**config.mk**
```make
export PLATFORM = sky130hd
export DESIGN_NAME = mem_rr_arbiter
export DESIGN_NICKNAME = d
export VERILOG_FILES = /design/src/rtl/mem_arb_pkg.sv /design/src/rtl/rr_pick.sv /design/src/rtl/mem_rr_arbiter.sv
export SDC_FILE = /design/constraint.sdc
export NUM_CORES = 1
export LEC_CHECK = 0
export CORE_AREA = 2 2 89 91
export DETAILED_ROUTE_END_ITERATION = 10
export DIE_AREA = 0 0 91 93
export GPL_ROUTABILITY_DRIVEN = 0
export PLACE_DENSITY_LB_ADDON = 0.08
export REMOVE_ABC_BUFFERS = 1
export SLEW_MARGIN = 5
export SYNTH_ARGS = -nofsm -noshare
export SYNTH_HDL_FRONTEND = slang
export SYNTH_HIERARCHICAL = 1
export SYNTH_SLANG_ARGS = --single-unit
```
**constraint.sdc**
```tcl
create_clock -name clk_i -period 2 [get_ports clk_i]
set_input_delay 0.2 -clock clk_i [delete_from_list [all_inputs] [get_ports clk_i]]
set_output_delay 0.2 -clock clk_i [all_outputs]
set_load 0.01 [all_outputs]
```
**src/rtl/mem_arb_pkg.sv**
```systemverilog
// Shared types and helpers for the round-robin memory arbiter.
package mem_arb_pkg;

  // Arbiter FSM: accept a request, hold it on the memory port, report completion.
  typedef enum logic [1:0] {
    IDLE  = 2'd0,
    ISSUE = 2'd1,
    RESP  = 2'd2
  } state_e;

  // Watchdog limit used when the instantiating design does not override it.
  localparam int DEFAULT_TIMEOUT = 64;

  // Width of a requester index; never narrower than one bit.
  function automatic int grant_w(input int n);
    return (n > 1) ? $clog2(n) : 1;
  endfunction

endpackage

```
**src/rtl/rr_pick.sv**
```systemverilog
// Combinational round-robin picker: scans upward from ptr+1 (wrapping) and
// returns the first asserted request together with a found flag.
module rr_pick
  import mem_arb_pkg::*;
#(
  parameter int NUM_REQ = 4,
  parameter int GRANT_W = grant_w(NUM_REQ)
) (
  input  logic [NUM_REQ-1:0] req,
  input  logic [GRANT_W-1:0] ptr,
  output logic [GRANT_W-1:0] grant,
  output logic               any_valid
);

  // First valid requester after the last winner gets priority.
  always_comb begin
    grant     = '0;
    any_valid = 1'b0;
    for (int i = 1; i <= NUM_REQ; i++) begin
      if (!any_valid && req[(int'(ptr) + i) % NUM_REQ]) begin
        any_valid = 1'b1;
        grant     = GRANT_W'((int'(ptr) + i) % NUM_REQ);
      end
    end
  end

endmodule

```
**src/rtl/mem_rr_arbiter.sv**
```systemverilog
// Round-robin arbiter sharing one single-port memory among NUM_REQ masters.
//
// Handshake: a requester raises req_valid_i with its wr_rd_en/addr/wdata and
// holds it until req_ready_o pulses for one cycle; it must drop or change the
// request by the clock edge that ends that pulse, otherwise the still-valid
// request is treated as a new one. On the memory side mem_valid_o is held with
// stable mem_* fields until mem_ready_i is sampled high (or the watchdog
// expires); mem_rdata_i is only meaningful in the cycle mem_ready_i is high.
module mem_rr_arbiter
  import mem_arb_pkg::*;
#(
  parameter int NUM_REQ    = 4,
  parameter int WIDTH      = 16,
  parameter int DEPTH      = 32,
  parameter int ADDR_WIDTH = $clog2(DEPTH),
  parameter int TIMEOUT    = DEFAULT_TIMEOUT,
  localparam int GRANT_W   = grant_w(NUM_REQ)
) (
  input  logic                          clk_i,
  input  logic                          rst_i,
  input  logic [NUM_REQ-1:0]            req_valid_i,
  input  logic [NUM_REQ-1:0]            req_wr_rd_en_i,
  input  logic [NUM_REQ*ADDR_WIDTH-1:0] req_addr_i,
  input  logic [NUM_REQ*WIDTH-1:0]      req_wdata_i,
  output logic [NUM_REQ-1:0]            req_ready_o,
  output logic [WIDTH-1:0]              req_rdata_o,
  output logic                          req_err_o,
  output logic                          mem_valid_o,
  output logic                          mem_wr_rd_en_o,
  output logic [ADDR_WIDTH-1:0]         mem_addr_o,
  output logic [WIDTH-1:0]              mem_wdata_o,
  input  logic [WIDTH-1:0]              mem_rdata_i,
  input  logic                          mem_ready_i,
  output logic [GRANT_W-1:0]            grant_id_o,
  output logic                          busy_o,
  output state_e                        dbg_state_o
);

  localparam int WD_W = (TIMEOUT > 1) ? $clog2(TIMEOUT) : 1;

  state_e             state;
  logic [GRANT_W-1:0] ptr;
  logic [GRANT_W-1:0] pick;
  logic               any_valid;
  logic [WD_W-1:0]    wd;

  rr_pick #(
    .NUM_REQ (NUM_REQ),
    .GRANT_W (GRANT_W)
  ) u_pick (
    .req       (req_valid_i),
    .ptr       (ptr),
    .grant     (pick),
    .any_valid (any_valid)
  );

  assign dbg_state_o = state;

  // Arbitration FSM; the mem_* output registers double as the request latch.
  always_ff @(posedge clk_i or negedge rst_i) begin
    if (!rst_i) begin
      state          <= IDLE;
      ptr            <= GRANT_W'(NUM_REQ - 1);
      wd             <= '0;
      req_ready_o    <= '0;
      req_rdata_o    <= '0;
      req_err_o      <= 1'b0;
      mem_valid_o    <= 1'b0;
      mem_wr_rd_en_o <= 1'b0;
      mem_addr_o     <= '0;
      mem_wdata_o    <= '0;
      grant_id_o     <= '0;
      busy_o         <= 1'b0;
    end else begin
      req_ready_o <= '0;
      req_err_o   <= 1'b0;
      case (state)
        IDLE: begin
          if (any_valid) begin
            grant_id_o     <= pick;
            mem_wr_rd_en_o <= req_wr_rd_en_i[pick];
            mem_addr_o     <= req_addr_i[int'(pick)*ADDR_WIDTH +: ADDR_WIDTH];
            mem_wdata_o    <= req_wdata_i[int'(pick)*WIDTH +: WIDTH];
            mem_valid_o    <= 1'b1;
            busy_o         <= 1'b1;
            wd             <= '0;
            state          <= ISSUE;
          end
        end
        ISSUE: begin
          wd <= wd + 1'b1;
          if (mem_ready_i) begin
            // Writes leave the last read data visible to requesters.
            if (!mem_wr_rd_en_o) begin
              req_rdata_o <= mem_rdata_i;
            end
            mem_valid_o <= 1'b0;
            req_ready_o <= NUM_REQ'(1) << grant_id_o;
            state       <= RESP;
          end else if (wd == WD_W'(TIMEOUT - 1)) begin
            mem_valid_o <= 1'b0;
            req_ready_o <= NUM_REQ'(1) << grant_id_o;
            req_err_o   <= 1'b1;
            state       <= RESP;
          end
        end
        RESP: begin
          ptr    <= grant_id_o;
          busy_o <= 1'b0;
          state  <= IDLE;
        end
        default: begin
          mem_valid_o <= 1'b0;
          busy_o      <= 1'b0;
          state       <= IDLE;
        end
      endcase
    end
  end

endmodule

```
# Word-level counts from Yosys, hierarchy flattened

Cells that the tools add are included.

Add/subtract/negate cells: 5
Multiply operators: 1
Order comparisons: 5
Equal/unequal tests: 5
Shift-type cells: 3
Multiplexer cells: 39
Bitwise operators: 7
Reduce and logical (&&, ||, !) cells: 18

Operator list:

| cell                                                                          | number |
|---|---|
| 64-bit by 7-bit variable part select with 16-bit output                       | 1 |
| 20-bit by 6-bit variable part select with 5-bit output                        | 1 |
| 1-bit two-way mux                                                             | 19 |
| 3-bit by 4-bit less-than comparator with 1-bit output (second input constant) | 4 |
| 2-bit two-way mux                                                             | 7 |
| 4-bit two-way mux                                                             | 3 |
| 6-bit one-hot mux with 2 select lines                                         | 1 |
| 1-bit binary-select mux with 2-bit select                                     | 5 |
| 2-bit AND reduction                                                           | 4 |
| 2-bit OR reduction                                                            | 4 |
| 6-bit by 1-bit adder with 6-bit output (second input constant)                | 1 |
| 6-bit equality test (second input constant)                                   | 1 |
| 6-bit two-way mux                                                             | 1 |
| 3-bit AND reduction                                                           | 2 |
| 2-bit by 3-bit multiplier with 5-bit output (second input constant)           | 1 |
| 2-bit by 1-bit adder with 2-bit output (second input constant)                | 2 |
| 2-bit adder (second input constant)                                           | 2 |
| 1-bit AND (first input constant)                                              | 4 |
| 2-bit one-hot mux with 2 select lines                                         | 1 |
| 1-bit by 2-bit << shifter with 4-bit output (first input constant)            | 1 |
| 1-bit logical AND                                                             | 3 |
| 1-bit zero test                                                               | 3 |
| 2-bit by 3-bit less-than comparator with 1-bit output (second input constant) | 1 |
| 3-bit inequality test (second input constant)                                 | 1 |
| other kinds (8)                                                               | 10 |

Register bits: 57
Input bits: 111
Output and inout bits: 49
Word-level logic and storage cells: 95

# Longest topological paths before layout

Depth after elaboration: 18
Mapped depth: 7
Depth with buffers taken out: 6

# Modules after synthesis

Netlist, hierarchy kept.

Modules (own cells, without submodules):

| module         | times used | cells each | area each (um^2) | seq. area each (um^2) |
|---|---|---|---|---|
| mem_rr_arbiter | 1          | 230        | 2787.7           | 1428.9 |
| rr_pick        | 1          | 14         | 91.3             | 0.0 |

# Least setup slack after synthesis

OpenSTA, ideal clock, no wires.

Kind: register -> register
From: register state[1], in the netlist dbg_state_o[1]
To: register req_rdata_o[0]
Library setup time: 0.125 ns
Data arrival time: 1.580 ns
Slack: 0.294 ns
Cell stages (with the launch flop): 6
Cell sequence: dfrtp_1 nand2b_1 buf_6 nor3b_4 buf_12 mux2_4

Longest elaborated chain between the ends: 2

RTL lines:

| item                                           | RTL line             | source |
|---|---|---|
| from (decl)                                    | mem_rr_arbiter.sv:41 | `state_e state;` |
| from (signal assigned)                         | mem_rr_arbiter.sv:62 | `state <= IDLE;` |
| from (signal assigned)                         | mem_rr_arbiter.sv:87 | `state <= ISSUE;` |
| from (signal assigned)                         | mem_rr_arbiter.sv:99 | `state <= RESP;` |
| 2-bit by 1-bit equality test with 1-bit output | mem_rr_arbiter.sv:77 | `case (state)` |
| 3-bit AND reduction (no source line)           | -                    |  |
| to (signal assigned)                           | mem_rr_arbiter.sv:95 | `req_rdata_o <= mem_rdata_i;` |
| to (decl)                                      | mem_rr_arbiter.sv:26 | `output logic [WIDTH-1:0] req_rdata_o,` |

Every way passes these cells.
A chain may end at the register's enable or synchronous reset.

# Final worst setup path

From: register ptr[1]
To: register mem_wdata_o[14]

Longest elaborated chain between the ends: 15

RTL lines:

| item                                                        | RTL line                     | source |
|---|---|---|
| from (decl)                                                 | mem_rr_arbiter.sv:42         | `logic [GRANT_W-1:0] ptr;` |
| from (signal assigned)                                      | mem_rr_arbiter.sv:63         | `ptr <= GRANT_W'(NUM_REQ - 1);` |
| from (signal assigned)                                      | mem_rr_arbiter.sv:108        | `ptr <= grant_id_o;` |
| 2-bit by 1-bit adder with 2-bit output                      | rr_pick.sv:20, rr_pick.sv:22 |  |
| 1-bit binary-select mux with 2-bit select                   | rr_pick.sv:20                | `if (!any_valid && req[(int'(ptr) + i) % NUM_REQ]) begin` |
| 1-bit two-way mux (not written as such) (2 in series)       | rr_pick.sv:20                |  |
| 1-bit two-way mux                                           | rr_pick.sv:20                |  |
| 1-bit zero test                                             | rr_pick.sv:20                |  |
| 1-bit logical AND                                           | rr_pick.sv:20                |  |
| 1-bit two-way mux                                           | rr_pick.sv:20                |  |
| 1-bit zero test                                             | rr_pick.sv:20                |  |
| 1-bit logical AND                                           | rr_pick.sv:20                |  |
| 1-bit two-way mux                                           | rr_pick.sv:20                |  |
| 1-bit zero test                                             | rr_pick.sv:20                |  |
| 1-bit logical AND                                           | rr_pick.sv:20                |  |
| 2-bit two-way mux (*)                                       | rr_pick.sv:20                |  |
| net pick[1]                                                 | mem_rr_arbiter.sv:43         | `logic [GRANT_W-1:0] pick;` |
| 64-bit by 7-bit variable part select with 16-bit output (*) | mem_rr_arbiter.sv:83         | `mem_wdata_o <= req_wdata_i[int'(pick)*WIDTH +: WIDTH];` |
| to (signal assigned)                                        | mem_rr_arbiter.sv:83         |  |
| to (decl)                                                   | mem_rr_arbiter.sv:31         | `output logic [WIDTH-1:0] mem_wdata_o,` |

Mark *: on every way through the listed nets, which the timed path passes. The rest lies on a longest branch. The select of a mux whose other input is x is not followed.

==> impl_metrics.csv <==
group,metric,value,unit
status,status,"complete, no violations",
logic_synthesis,yosys_warnings,6,
sta,finalCritPeriodShare,87.8,%
power_and_ir_drop,peakVddDrop,0.415,mV
power_and_ir_drop,combPwrFrac,53.3,%
cts,cts_setup_buffers,0,
power_and_ir_drop,p_int,0.00408,W
power_and_ir_drop,pwr-share-clk,14.1,%
global_route,antenna_found_initial,0,
die,initial_core_util,38.2,%
job,max_cap_violations,0,
worst_setup_path,crit_type,"reg2reg",
die,die_h,93,um
logic_synthesis,async_flop_share,100,%
cts,clockRootBuffer,"clkbuf_8",
place,pre_cts_ws,-0.00691,ns
place,hpwl,6200,um
logic_synthesis,synth_ff_type,"dfrtp_1",
finish,drive_above_1_share,13.4,%
drt,drt-pass1-iter-count,4,
die,core-area,7530,sq um
drt,drc,0,
global_route,first_global_vias,2629,
die,die_w,91,um
logic_synthesis,synthTopCellsByArea,"dfrtp_1 48%, mux2i_1 16%, o221ai_1 6.7%",
sta,worst_pin_slew,0.570,ns
power_and_ir_drop,p_per_area,1310,nW/um^2
cts,htree_num_levels,3,
finish,final_area,4840,sq um
power_and_ir_drop,p_seq_share,32.6,%
cts,cts_buffers,9,
worst_setup_path,crit_fanout,31,
cts,cts_resized,0,
sta,setup_slack,0.244,ns
logic_synthesis,syn_area_per_cell,11.8,sq um
cts,cts_tree,"yes",
finish,syn2layout_area_growth,68.2,%
logic_synthesis,ys_ff_latch,57,
sta,slew_violations,0,
cts,clk_pin_slew,0.06,ns
logic_synthesis,yosysTopAreaCellShare,47.8,%
global_route,grtUsageTotal,19.6,%
die,fp-row-count,32,
global_route,gr-total-overflow,0,
logic_synthesis,yosysTopAreaCell,"dfrtp_1",
sta,relSlewSlack,62.0,%
place,placed_area,4670,sq um
power_and_ir_drop,p_switching,0.00226,W
sta,setup_viol,0,
drt,vias,2581,
finish,antenna_cells,0,
global_route,grt_max_degree,36,
cts,cts_buffer_depth,2,
logic_synthesis,synth_edf_count,0,
drt,routed_wl,8050,um
sta,finClkSkew,0.0105,ns
cts,numClockSinks,57,
sta,rsz0062_at_grt,"false",
global_route,grt_pass1_wl,13000,um
die,die_area,8460,sq um
finish,fillers,627,
logic_synthesis,ys_types,37,
power_and_ir_drop,sw_frac_of_total,35.6,%
worst_hold_path,hold_class,"in2async",
worst_setup_path,arrival,1.95,ns
logic_synthesis,ys_seq_area_share,49.6,%
drt,ant_nets,0,
drt,wire_per_inst,15.5,um
drt,drt_iter0_drc,71,
power_and_ir_drop,power.leakage,2.10,nW
cts,cts_hold_buf,1,
logic_synthesis,synthCells,244,
worst_setup_path,critPathCaptureType,"flop",
cts,clock_latency,0.33,ns
worst_setup_path,critPathLaunchType,"flop",
sta,fin_crit,1.76,ns
sta,hold_viol_final,0,
sta,max_freq,570,MHz
drt,vias_per_cell,4.97,
logic_synthesis,netlist_area,2880,sq um
worst_setup_path,required,2.19,ns
place,port_buffers,159,
die,ioPinCount,160,
finish,nets,524,
-- layout by cell type (no fill, tap or decap), drive strengths merged, types with 2 or more instances in the layout --
cell type	Yosys	final
nand2b	4	4
a21o	2	2
buf	7	13
dfrtp	55	55
a21oi	5	5
mux2i	47	47
o21ai	2	2
clkinvlp	0	2
nand2	37	37
nand3	5	5
nor3b	4	4
o221ai	23	23
clkbuf	8	10
and2b	2	2
clkinv	0	4
nor2	6	6
dfstp	2	2
mux2	18	18
clkdlybuf4s50	0	158
inv	4	4
-- synthesized netlist by cell type (all sizes together) (2+ instances only) --
library cell and count:
dfrtp 55, mux2i 47, nand2 37, o221ai 23
mux2 18, clkbuf 8, buf 7, nor2 6
a21oi 5, nand3 5, inv 4, nand2b 4
nor3b 4, a21o 2, and2b 2, dfstp 2
o21ai 2
-- metrics by stage --
step           power (W)  hold slack [ns]  utilization [%]  cells  setup TNS, ns
3_5_place_dp     0.00549            0.231             62.1    502       -0.00691
4_1_cts          0.00642            0.421             64.3    519              0
2_1_floorplan    0.00375          -0.0956                -    229         -54.90
5_1_grt          0.00677            0.458             64.3    519              0
3_3_place_gp     0.00542            0.229             62.1    502              0
6_report         0.00634            0.400             64.3    519              0
-- final timing paths --
kind                        start              end  slack, ns  cells after the start
max                        ptr[1]  mem_wdata_o[14]       0.24                      5
min                         rst_i   req_ready_o[2]       0.40                      2
max reg2reg                ptr[1]  mem_wdata_o[14]       0.24                      5
min reg2reg                 wd[5]            wd[5]       0.47                      1
max in group asynchronous   rst_i    mem_addr_o[2]       1.02                      3
min in group clk_i          wd[5]            wd[5]       0.47                      1
-- per-layer routing --
metal,wire [um],up-vias,global-route usage [%]
met1,3240,1224,23.7
li1,-,1234,-
met2,4080,115,33.0
met5,0,-,0
met3,648,8,6.77
met4,80,0,6.19
-- critical path: stages, from the launching register on --
cell	delay (ns)
dfstp_2	0.59
a31oi_1	0.14
a21oi_4	0.22
buf_12	0.26
mux2i_1	0.25
o221ai_1	0.15
-- kinds of logic (layout without fill, tap and decap cells) --
logic type	count (synthesis)	count (layout)	synth area share [%]
adder cells (fa/ha/maj)	1	1	0.435
AO/OA/AOI/OAI	38	38	10.7
buffers and inverters	19	192	3.52
multiplexers	65	65	24.7
flip-flops	57	57	49.6
AND/OR/NAND/NOR	64	64	11.0
-- final cells by class --
| cell class | count | area (sq um) | area share, % |
|---|---|---|---|
| Clock buffer | 10 | 128 | 2.63 |
| Sequential cell | 57 | 1430 | 29.5 |
| Timing Repair Buffer | 172 | 1750 | 36.1 |
| Tap cell | 102 | 128 | 2.63 |
| Multi-Input combinational cell | 168 | 1360 | 28.1 |
| Inverter | 4 | 15.0 | 0.310 |
| Clock inverter | 6 | 35.0 | 0.723 |
-- power groups by stage --
stage	Clock, W	Combinational, W	Sequential, W
final	0.000895	0.00338	0.00207
after global routing	0.000985	0.00364	0.00214
after CTS	0.000922	0.00343	0.00206
after detailed placement	0	0.00343	0.00206
after global placement	0	0.00336	0.00206
after floorplan	0	0.00152	0.00223
-- flip-flops by register name, indices dropped and copies added, names as in the netlist --
name / cells
dbg_state_o: 2
req_rdata_o: 16
req_ready_o: 4
busy_o: 1
wd: 6
req_err_o: 1
mem_valid_o: 1
grant_id_o: 2
mem_addr_o: 5
ptr: 2
mem_wdata_o: 16
mem_wr_rd_en_o: 1
No activity file was read; power rests on OpenSTA's default activity.
==> edit, RTL diff (same settings) <==
Make the reset (`rst_i`) synchronous in one clocked block.
--- a/src/rtl/mem_rr_arbiter.sv
+++ b/src/rtl/mem_rr_arbiter.sv
@@ -57,7 +57,7 @@
   assign dbg_state_o = state;
 
   // Arbitration FSM; the mem_* output registers double as the request latch.
-  always_ff @(posedge clk_i or negedge rst_i) begin
+  always_ff @(posedge clk_i) begin
     if (!rst_i) begin
       state          <= IDLE;
       ptr            <= GRANT_W'(NUM_REQ - 1);
Formal check against the unedited RTL: differs if rst_i is asserted again (counterexample within 4 cycles, from zero or initial values and one cycle with rst_i low); with rst_i held inactive, the same outputs for 4 cycles.
==> edit against the unedited design <==
  * Register-to-register slack got worse by 0.16 ns
  * Wire length decreased by 3.0%
  * Sequential cell count is the same
  * Maximum frequency shrank 9.9%
  * Setup slack lost 0.19 ns
  * Area after synthesis fell by 8.1%
  * Design area shrank 4.0%
  * Non-clock buffer count rose by 1
  * Highest routed layer unchanged
Power is not compared: it rests on default switching activity, and its combinational part moved more than twofold at a synthesized area within 25%.
==> edit: results (changes against the unedited design) <==
clk slew on worst S/H paths 0.07 ns; Seq/Total Area, Yosys 43.1% (-6.5 points); Multi-input gate area 1390 um^2 (+2.3%); Top delay family on crit path buffers and inverters; multi-input gates 165 (-1.8%); status completed; R2R Path End mem_wr_rd_en_o; asr flop ratio synth 0% (-100 points); FF+latch area 1140 um^2 (-20%); nets 522 (-0.38%); clkbuf count 11 (+1); Worst Skew 0.00855 ns (-0.00193 ns); R2R setup slack 0.08 ns (-0.16 ns); Tightest Hold Check Type in -> reg; Post-synth top cells dfxtp_1, nand2_1, a21oi_1, a22o_1, mux4_2; First DRT Iteration DRCs 61 (-14%); Crit Reg-Reg Startpoint ptr[1]; area share of buffers outside the clock network 38.7% (+2.6 points); warnings from Yosys 6 (unchanged); clock root buffer clkbuf_8; Crit Path Class in -> reg; CP max-delay cell clkdlybuf4s50_1; Synth Area in Adders 0.473% (+0.038 points); GRT Total Usage 18.1% (-1.5 points); top cells by area, synth dfxtp_1, mux4_2, a22o_1; Port Buffer Count 159 (unchanged); post-CTS setup buffer count 0 (unchanged); DP Wirelength 5740 um (-7.4%); hold path cells 3; crit-path max cell delay 0.49 ns (-0.10 ns); Compound-Gate Fraction of Synth Area 16.2% (+5.5 points); detailed-route wire length per cell 15.1 um (-2.7%); distinct cell type count after synthesis 44 (+19%); largest net degree at the start of global routing 26 (-28%); ANT cells 0 (unchanged); most frequent cell after synthesis dfxtp_1; Plain + repair buffers 173 (+0.58%); clk tree area frac 3.71% (+0.36 points); Crit Path Max Fanout 5 (-84%); vias after detailed routing 2,544 (-1.4%); Worst EP arrival 2.17 ns (+0.22 ns); Reg2Reg Depth 7 (+2); FFs & Latches 57 (unchanged); internal power about 0.0023 W; mux cell area share after synthesis 20.2% (-4.4 points); # fillers 655 (+4.5%); share of layout cells above drive strength 1 15.7% (+2.2 points); CTS buffer count 9 (unchanged); Critical Path Start req_valid_i[2]; Max transition margin 62.4% (+0.40 points); first-pass GRT wire length 12,000 um (-7.5%)
==> edit: changes by cell type after synthesis, moves of 5 or more <==
cell	delta
dfrtp_1	-55
clkbuf_1	-5
a21oi_1	+19
mux2_4	-10
mux2i_1	-43
mux2_2	-8
a22o_1	+22
dfxtp_1	+57
mux4_2	+22
o221ai_1	-22
==> edit: stage by stage <==
stage,hold slack (ns),setup slack [ns],cell area [um^2],instances
after floorplan,0.276,-0.643,2530,226
after global placement,0.442,-0.181,4390,497
after detailed placement,0.446,-0.247,4390,497
after CTS,0.405,0.0277,4560,513
after global routing,0.427,-0.00523,4650,517
final,0.421,0.0507,4650,517
==> edit: metal layers <==
layer	track usage, %	up-vias	share of wire (%)
met5	0	-	0
met1	21.9	1186	41
met4	7.20	0	1.3
met2	30.0	105	49
li1	-	1244	-
met3	5.88	9	8.3
